## src/rtl/div_unit.sv

```systemverilog
// RV32M iterative divider: DIV/DIVU/REM/REMU via 32 radix-2 restoring steps,
// with single-cycle handling of divide-by-zero and signed overflow.
module div_unit (
    input  logic        clk,
    input  logic        rst,
    input  logic        start,
    input  logic [1:0]  op,
    input  logic [31:0] rs1_val,
    input  logic [31:0] rs2_val,
    input  logic [4:0]  rd_in,
    input  logic        kill,
    output logic        busy,
    output logic        done,
    output logic        reg_write,
    output logic [4:0]  rd_out,
    output logic [31:0] result
);

    typedef enum logic [1:0] {IDLE, CALC, DONE} state_t;

    state_t      state;
    logic        is_rem;
    logic        neg_q;
    logic        neg_r;
    logic [4:0]  rd_q;
    logic [4:0]  cnt;
    logic [31:0] quo;
    logic [31:0] rem;
    logic [31:0] dvsr;

    // Operand decode for an incoming request.
    logic        sgn;
    logic        a_neg;
    logic        b_neg;
    logic [31:0] a_mag;
    logic [31:0] b_mag;
    logic        div_zero;
    logic        overflow;
    logic [31:0] special_val;

    always_comb begin
        sgn         = ~op[0];
        a_neg       = sgn & rs1_val[31];
        b_neg       = sgn & rs2_val[31];
        a_mag       = a_neg ? -rs1_val : rs1_val;
        b_mag       = b_neg ? -rs2_val : rs2_val;
        div_zero    = (rs2_val == 32'd0);
        overflow    = sgn && (rs1_val == 32'h8000_0000) && (rs2_val == 32'hFFFF_FFFF);
        special_val = 32'd0;
        if (div_zero)
            special_val = op[1] ? rs1_val : 32'hFFFF_FFFF;
        else if (overflow)
            special_val = op[1] ? 32'd0 : 32'h8000_0000;
    end

    // One restoring step; bit 32 of diff is the borrow that decides the quotient bit.
    logic [32:0] rem_shift;
    logic [32:0] diff;
    logic [31:0] rem_next;
    logic [31:0] quo_next;
    logic [31:0] fin_val;

    always_comb begin
        rem_shift = {rem, quo[31]};
        diff      = rem_shift - {1'b0, dvsr};
        if (!diff[32]) begin
            rem_next = diff[31:0];
            quo_next = {quo[30:0], 1'b1};
        end else begin
            rem_next = rem_shift[31:0];
            quo_next = {quo[30:0], 1'b0};
        end
        if (is_rem)
            fin_val = neg_r ? -rem_next : rem_next;
        else
            fin_val = neg_q ? -quo_next : quo_next;
    end

    assign reg_write = done;

    // NOTE: every state register here is assigned with <= so all of them update
    // together from values sampled before the edge; a blocking = would leak
    // freshly written values into later statements of the same block.
    always_ff @(posedge clk or posedge rst) begin
        if (rst) begin
            state  <= IDLE;
            busy   <= 1'b0;
            done   <= 1'b0;
            rd_out <= 5'd0;
            result <= 32'd0;
            is_rem <= 1'b0;
            neg_q  <= 1'b0;
            neg_r  <= 1'b0;
            rd_q   <= 5'd0;
            cnt    <= 5'd0;
            quo    <= 32'd0;
            rem    <= 32'd0;
            dvsr   <= 32'd0;
        end else begin
            case (state)
                IDLE: begin
                    done <= 1'b0;
                    if (start && !kill) begin
                        is_rem <= op[1];
                        rd_q   <= rd_in;
                        busy   <= 1'b1;
                        if (div_zero || overflow) begin
                            result <= special_val;
                            rd_out <= rd_in;
                            done   <= 1'b1;
                            state  <= DONE;
                        end else begin
                            quo   <= a_mag;
                            rem   <= 32'd0;
                            dvsr  <= b_mag;
                            neg_q <= a_neg ^ b_neg;
                            neg_r <= a_neg;
                            cnt   <= 5'd0;
                            state <= CALC;
                        end
                    end
                end
                CALC: begin
                    if (kill) begin
                        busy  <= 1'b0;
                        state <= IDLE;
                    end else begin
                        quo <= quo_next;
                        rem <= rem_next;
                        cnt <= cnt + 5'd1;
                        if (cnt == 5'd31) begin
                            result <= fin_val;
                            rd_out <= rd_q;
                            done   <= 1'b1;
                            state  <= DONE;
                        end
                    end
                end
                DONE: begin
                    busy  <= 1'b0;
                    done  <= 1'b0;
                    state <= IDLE;
                end
                default: begin
                    busy  <= 1'b0;
                    done  <= 1'b0;
                    state <= IDLE;
                end
            endcase
        end
    end

endmodule

```

## config.mk

```make
export PLATFORM = sky130hd
export DESIGN_NAME = div_unit
export DESIGN_NICKNAME = d
export VERILOG_FILES = /design/src/rtl/div_unit.sv
export SDC_FILE = /design/constraint.sdc
export NUM_CORES = 1
export LEC_CHECK = 0
export ABC_AREA = 1
export CAP_MARGIN = 20
export CORE_MARGIN = 5
export CORE_UTILIZATION = 35
export DETAILED_ROUTE_END_ITERATION = 8
export GPL_ROUTABILITY_DRIVEN = 0
export PLACE_DENSITY_LB_ADDON = 0.05
export RECOVER_POWER = 25
export SLEW_MARGIN = 20
export SYNTH_ARGS = -nofsm -noshare
export SYNTH_HDL_FRONTEND = slang
export SYNTH_SLANG_ARGS = --single-unit
```

## constraint.sdc

```tcl
create_clock -name clk -period 7.1 [get_ports clk]
set_input_delay 1.42 -clock clk [delete_from_list [all_inputs] [get_ports clk]]
set_output_delay 1.42 -clock clk [all_outputs]
set_load 0.03 [all_outputs]
```

==> flow_metrics.py <==
metrics = {
    "run_status": {
        "status": "finished with violations",
        "violations_in_the_final_reports": "max-capacitance violations, max-slew violations",
    },
    "floorplanning": {
        "die_w_um": 206,
        "die-height_um": 206,
        "die_outline_area_mm2": 0.0425,
        "pin_count": 115,
        "initial_utilization_pct": 35.6,
        "core_mm2": 0.0378,
        "rows": 71,
    },
    "synth": {
        "ys_ff_latch": 150,
        "top_flip_flop_cell_by_instance_count_after_synthesis": "sky130_fd_sc_hd__dfrtp_1",
        "asyncSetResetFlopFracSynth_pct": 100,
        "yosysSeqAreaShare_pct": 27.9,
        "synth_cells": 2216,
        "yosys_warnings": 0,
        "mappedNetlistNets": 2331,
        "yosysTopAreaCellShare_pct": 27.9,
        "synthesis.area_mm2": 0.0135,
        "yosysMostFrequentCell": "sky130_fd_sc_hd__nand2_1",
        "post_synth_most_frequent_cells": "716 x sky130_fd_sc_hd__nand2_1, 299 x sky130_fd_sc_hd__inv_1, 188 x sky130_fd_sc_hd__nor2_1, 176 x sky130_fd_sc_hd__nand3_1, 176 x sky130_fd_sc_hd__o21ai_0",
        "netlist_top_cells_area": "sky130_fd_sc_hd__dfrtp_1 28%, sky130_fd_sc_hd__nand2_1 20%, sky130_fd_sc_hd__inv_1 8.3%",
        "avgSynthCellArea_um2": 6.07,
        "synthDistinctLibCells": 50,
        "synth-edff-count": 0,
        "synth_top_cell_by_area": "sky130_fd_sc_hd__dfrtp_1",
    },
    "sta": {
        "maxClockFrequency_ghz": 0.194,
        "final_period_minus_worst_setup_slack_ns": 5.16,
        "final.period_utilization_pct": 72.7,
        "number_of_max_slew_violations_in_the_final_report": 114,
        "relSlewSlack_pct": -153,
        "fin_skew_ns": 0.0144,
        "setup_violations": 0,
        "hold_viol_final": 0,
        "rsz0062_at_grt": "false",
        "fin_setup_tns_ns": 0,
        "finalWorstSetupSlack_ns": 1.94,
        "worst_tran_pin_value_ns": 3.77,
    },
    "min_path": {
        "hp-start": "result[29]$_DFFE_PP0P_",
        "min-delay-path-class": "register to register",
        "hold_depth": 2,
        "worst_hold_path.endpoint": "result[29]$_DFFE_PP0P_",
    },
    "clocking": {
        "clk-insertion-delay-late_ns": 0.46,
        "clock_tree.htree_level_count": 4,
        "cts.hold.buffers_added": 0,
        "cell_chosen_for_the_clock_root": "sky130_fd_sc_hd__clkbuf_16",
        "tritoncts_num_sinks": 150,
        "cts_made_buffers": 17,
        "clock_path_buffers": 2,
        "postCtsSetupRepairBufs": 0,
        "tritoncts": "built",
        "clk_pin_slew_ns": 0.07,
        "cts_repair_resize_count": 0,
    },
    "critical_path": {
        "end_kind": "register",
        "worstSetupStartpointType": "register",
        "timing.critical_path.arrival_ns": 5.51,
        "worstSetupPathType": "register to register",
        "worst-r2r-cell-count": 25,
        "cp_data_required_time_ns": 7.45,
        "critPathMaxFanout": 52,
        "reg_to_reg_end": "result[28]$_DFFE_PP0P_",
        "timing.rr.start": "dvsr[27]$_DFFE_PP0P_",
        "internal_reg_to_reg_setup_slack_ns": 1.94,
    },
    "layout": {
        "fraction_of_final_layout_cells_sized_beyond_drive_strength_1_pct": 4.53,
        "post_layout_nets": 2396,
        "nFillCells": 4163,
        "diodes": 0,
        "synthToLayoutAreaGrowth_pct": 16.1,
    },
    "route": {
        "post-route-drc-count": 0,
        "drt_iter0_markers": 1132,
        "drt.antenna.violating_nets": 0,
        "wire_per_inst_um": 18.1,
        "number_of_optimization_iterations_in_the_first_detailed_route_pass": 6,
        "vias_per_cell": 5.17,
        "vias": 14509,
        "routed_wirelength_mm": 50.8,
    },
    "global_route": {
        "via_count_of_the_first_global_routing_pass": 13577,
        "number_of_antenna_violations_at_the_first_check_in_global_routing": 0,
        "busiest_layer": "met2",
        "grt_first_pass_wirelength_mm": 79.1,
        "grt-ovfl-total": 0,
        "grt_use_met1_pct": 35.8,
        "grt_max_degree": 80,
        "grt_util_met2_pct": 36.9,
        "grt.met3_usage_pct": 2.84,
        "grtUsageTotal_pct": 23.9,
    },
    "placed_design": {
        "detailedPlace.worstSlack_ns": 1.55,
        "dp_hpwl_mm": 38.9,
        "buffer_ports.inserted": 114,
    },
    "flow_run": {
        "max_cap_viol_count": 2,
    },
}
[worst max path at each step]
stage	from	depth (start not counted)	end	slack [ns]
final	dvsr[27]$_DFFE_PP0P_	25	result[28]$_DFFE_PP0P_	1.94
after CTS	quo[31]$_DFFE_PP0P_	30	result[30]$_DFFE_PP0P_	1.96
after global routing	quo[31]$_DFFE_PP0P_	30	result[28]$_DFFE_PP0P_	1.36
after detailed placement	rs2_val[0]	20	result[13]$_DFFE_PP0P_	1.55
after floorplan	rst	1	busy$_DFFE_PP0P_	1.64
after global placement	rs2_val[0]	20	result[5]$_DFFE_PP0P_	1.65
[layout make-up]
| class | count | area (µm²) | share of cell area, % |
|---|---|---|---|
| sequential | 150 | 3750 | 24.0 |
| clock buffer | 20 | 457 | 2.92 |
| inverter | 304 | 1140 | 7.31 |
| clock inverter | 12 | 189 | 1.21 |
| timing repair buffer | 129 | 1250 | 8.03 |
| tap | 511 | 639 | 4.09 |
| multi-input combinational | 1679 | 8190 | 52.4 |
[state kept, by name (all words and copies together) (netlist names), 2 cells and up]
signal and flops:
dvsr 32, quo 32, rd_out 5, state 2, rd_q 5, result 32
rem 32, cnt 5
[cells in the final DEF, fill, tap and decap left out, types with 9 or more instances in the layout]
cell / Yosys / routed
sky130_fd_sc_hd__xnor2_1: 10 / 10
sky130_fd_sc_hd__dfrtp_1: 150 / 150
sky130_fd_sc_hd__xor2_1: 37 / 37
sky130_fd_sc_hd__o21ai_0: 176 / 176
sky130_fd_sc_hd__ha_1: 39 / 39
sky130_fd_sc_hd__o21ai_1: 22 / 22
sky130_fd_sc_hd__inv_1: 299 / 297
sky130_fd_sc_hd__a21oi_1: 103 / 103
sky130_fd_sc_hd__a31oi_1: 12 / 12
sky130_fd_sc_hd__nand2_1: 716 / 716
sky130_fd_sc_hd__clkbuf_16: 0 / 17
sky130_fd_sc_hd__nand3b_1: 12 / 12
sky130_fd_sc_hd__nand4_1: 22 / 22
sky130_fd_sc_hd__nand3_1: 176 / 176
sky130_fd_sc_hd__nor2_1: 188 / 185
sky130_fd_sc_hd__nand2_2: 13 / 13
sky130_fd_sc_hd__clkdlybuf4s50_1: 0 / 112
sky130_fd_sc_hd__o211ai_1: 16 / 16
sky130_fd_sc_hd__o22ai_1: 35 / 35
sky130_fd_sc_hd__buf_4: 3 / 13
sky130_fd_sc_hd__nor3_1: 33 / 33
sky130_fd_sc_hd__nor2_2: 7 / 9
[per-layer routing]
metal | share of wire (%) | vias to the layer above | routed length, µm
met2 | 44 | 431 | 22400
met1 | 49 | 6768 | 25100
met4 | 1.6 | 0 | 837
li1 | - | 7267 | -
met5 | 0 | - | 0
met3 | 4.7 | 43 | 2410
[critical path, stage by stage, from the launching register on]
cell and delay (ns):
sky130_fd_sc_hd__dfrtp_1 0.36, sky130_fd_sc_hd__inv_1 0.17, sky130_fd_sc_hd__ha_1 0.34, sky130_fd_sc_hd__a21oi_1 0.25, sky130_fd_sc_hd__nand2_1 0.13, sky130_fd_sc_hd__nand2_1 0.09
sky130_fd_sc_hd__nand2_1 0.06, sky130_fd_sc_hd__a21oi_2 0.31, sky130_fd_sc_hd__nand3_2 0.26, sky130_fd_sc_hd__nand2_4 0.50, sky130_fd_sc_hd__ha_1 0.30, sky130_fd_sc_hd__nand3_1 0.12
sky130_fd_sc_hd__nor2_1 0.13, sky130_fd_sc_hd__inv_1 0.07, sky130_fd_sc_hd__nor3_1 0.37, sky130_fd_sc_hd__nand3_1 0.24, sky130_fd_sc_hd__o21ai_0 0.36, sky130_fd_sc_hd__o21ai_0 0.22
sky130_fd_sc_hd__inv_1 0.14, sky130_fd_sc_hd__o21ai_0 0.11, sky130_fd_sc_hd__o21ai_0 0.18, sky130_fd_sc_hd__a21oi_1 0.06, sky130_fd_sc_hd__nor2_1 0.09, sky130_fd_sc_hd__nand2_1 0.06
sky130_fd_sc_hd__nand2_1 0.05, sky130_fd_sc_hd__nand2_1 0.05
[metrics by stage]
stage | hold WS [ns] | util [%] | cell area, µm² | instances
2_1_floorplan | 0.453 | - | 13500 | 2216
3_3_place_gp | 0.463 | 39.6 | 15000 | 2773
3_5_place_dp | 0.466 | 39.6 | 15000 | 2773
4_1_cts | 0.483 | 41.3 | 15600 | 2805
5_1_grt | 0.498 | 41.3 | 15600 | 2805
6_report | 0.475 | 41.3 | 15600 | 2805
[kinds of logic (layout without fill, tap and decap cells)]
family	count (synthesis)	count (layout)	share of synthesized area, %
AND/OR/NAND/NOR	1201	1201	37.9
adder cells (fa/ha/maj)	40	40	3.77
buffers and inverters	387	465	11.4
XOR/XNOR	47	47	3.06
multiplexers	5	5	0.418
flip-flops	150	150	27.9
AO/OA/AOI/OAI	386	386	15.5
Power is not shown: default switching activity piles up to over one toggle a cycle in this logic, so the estimate is an artifact.
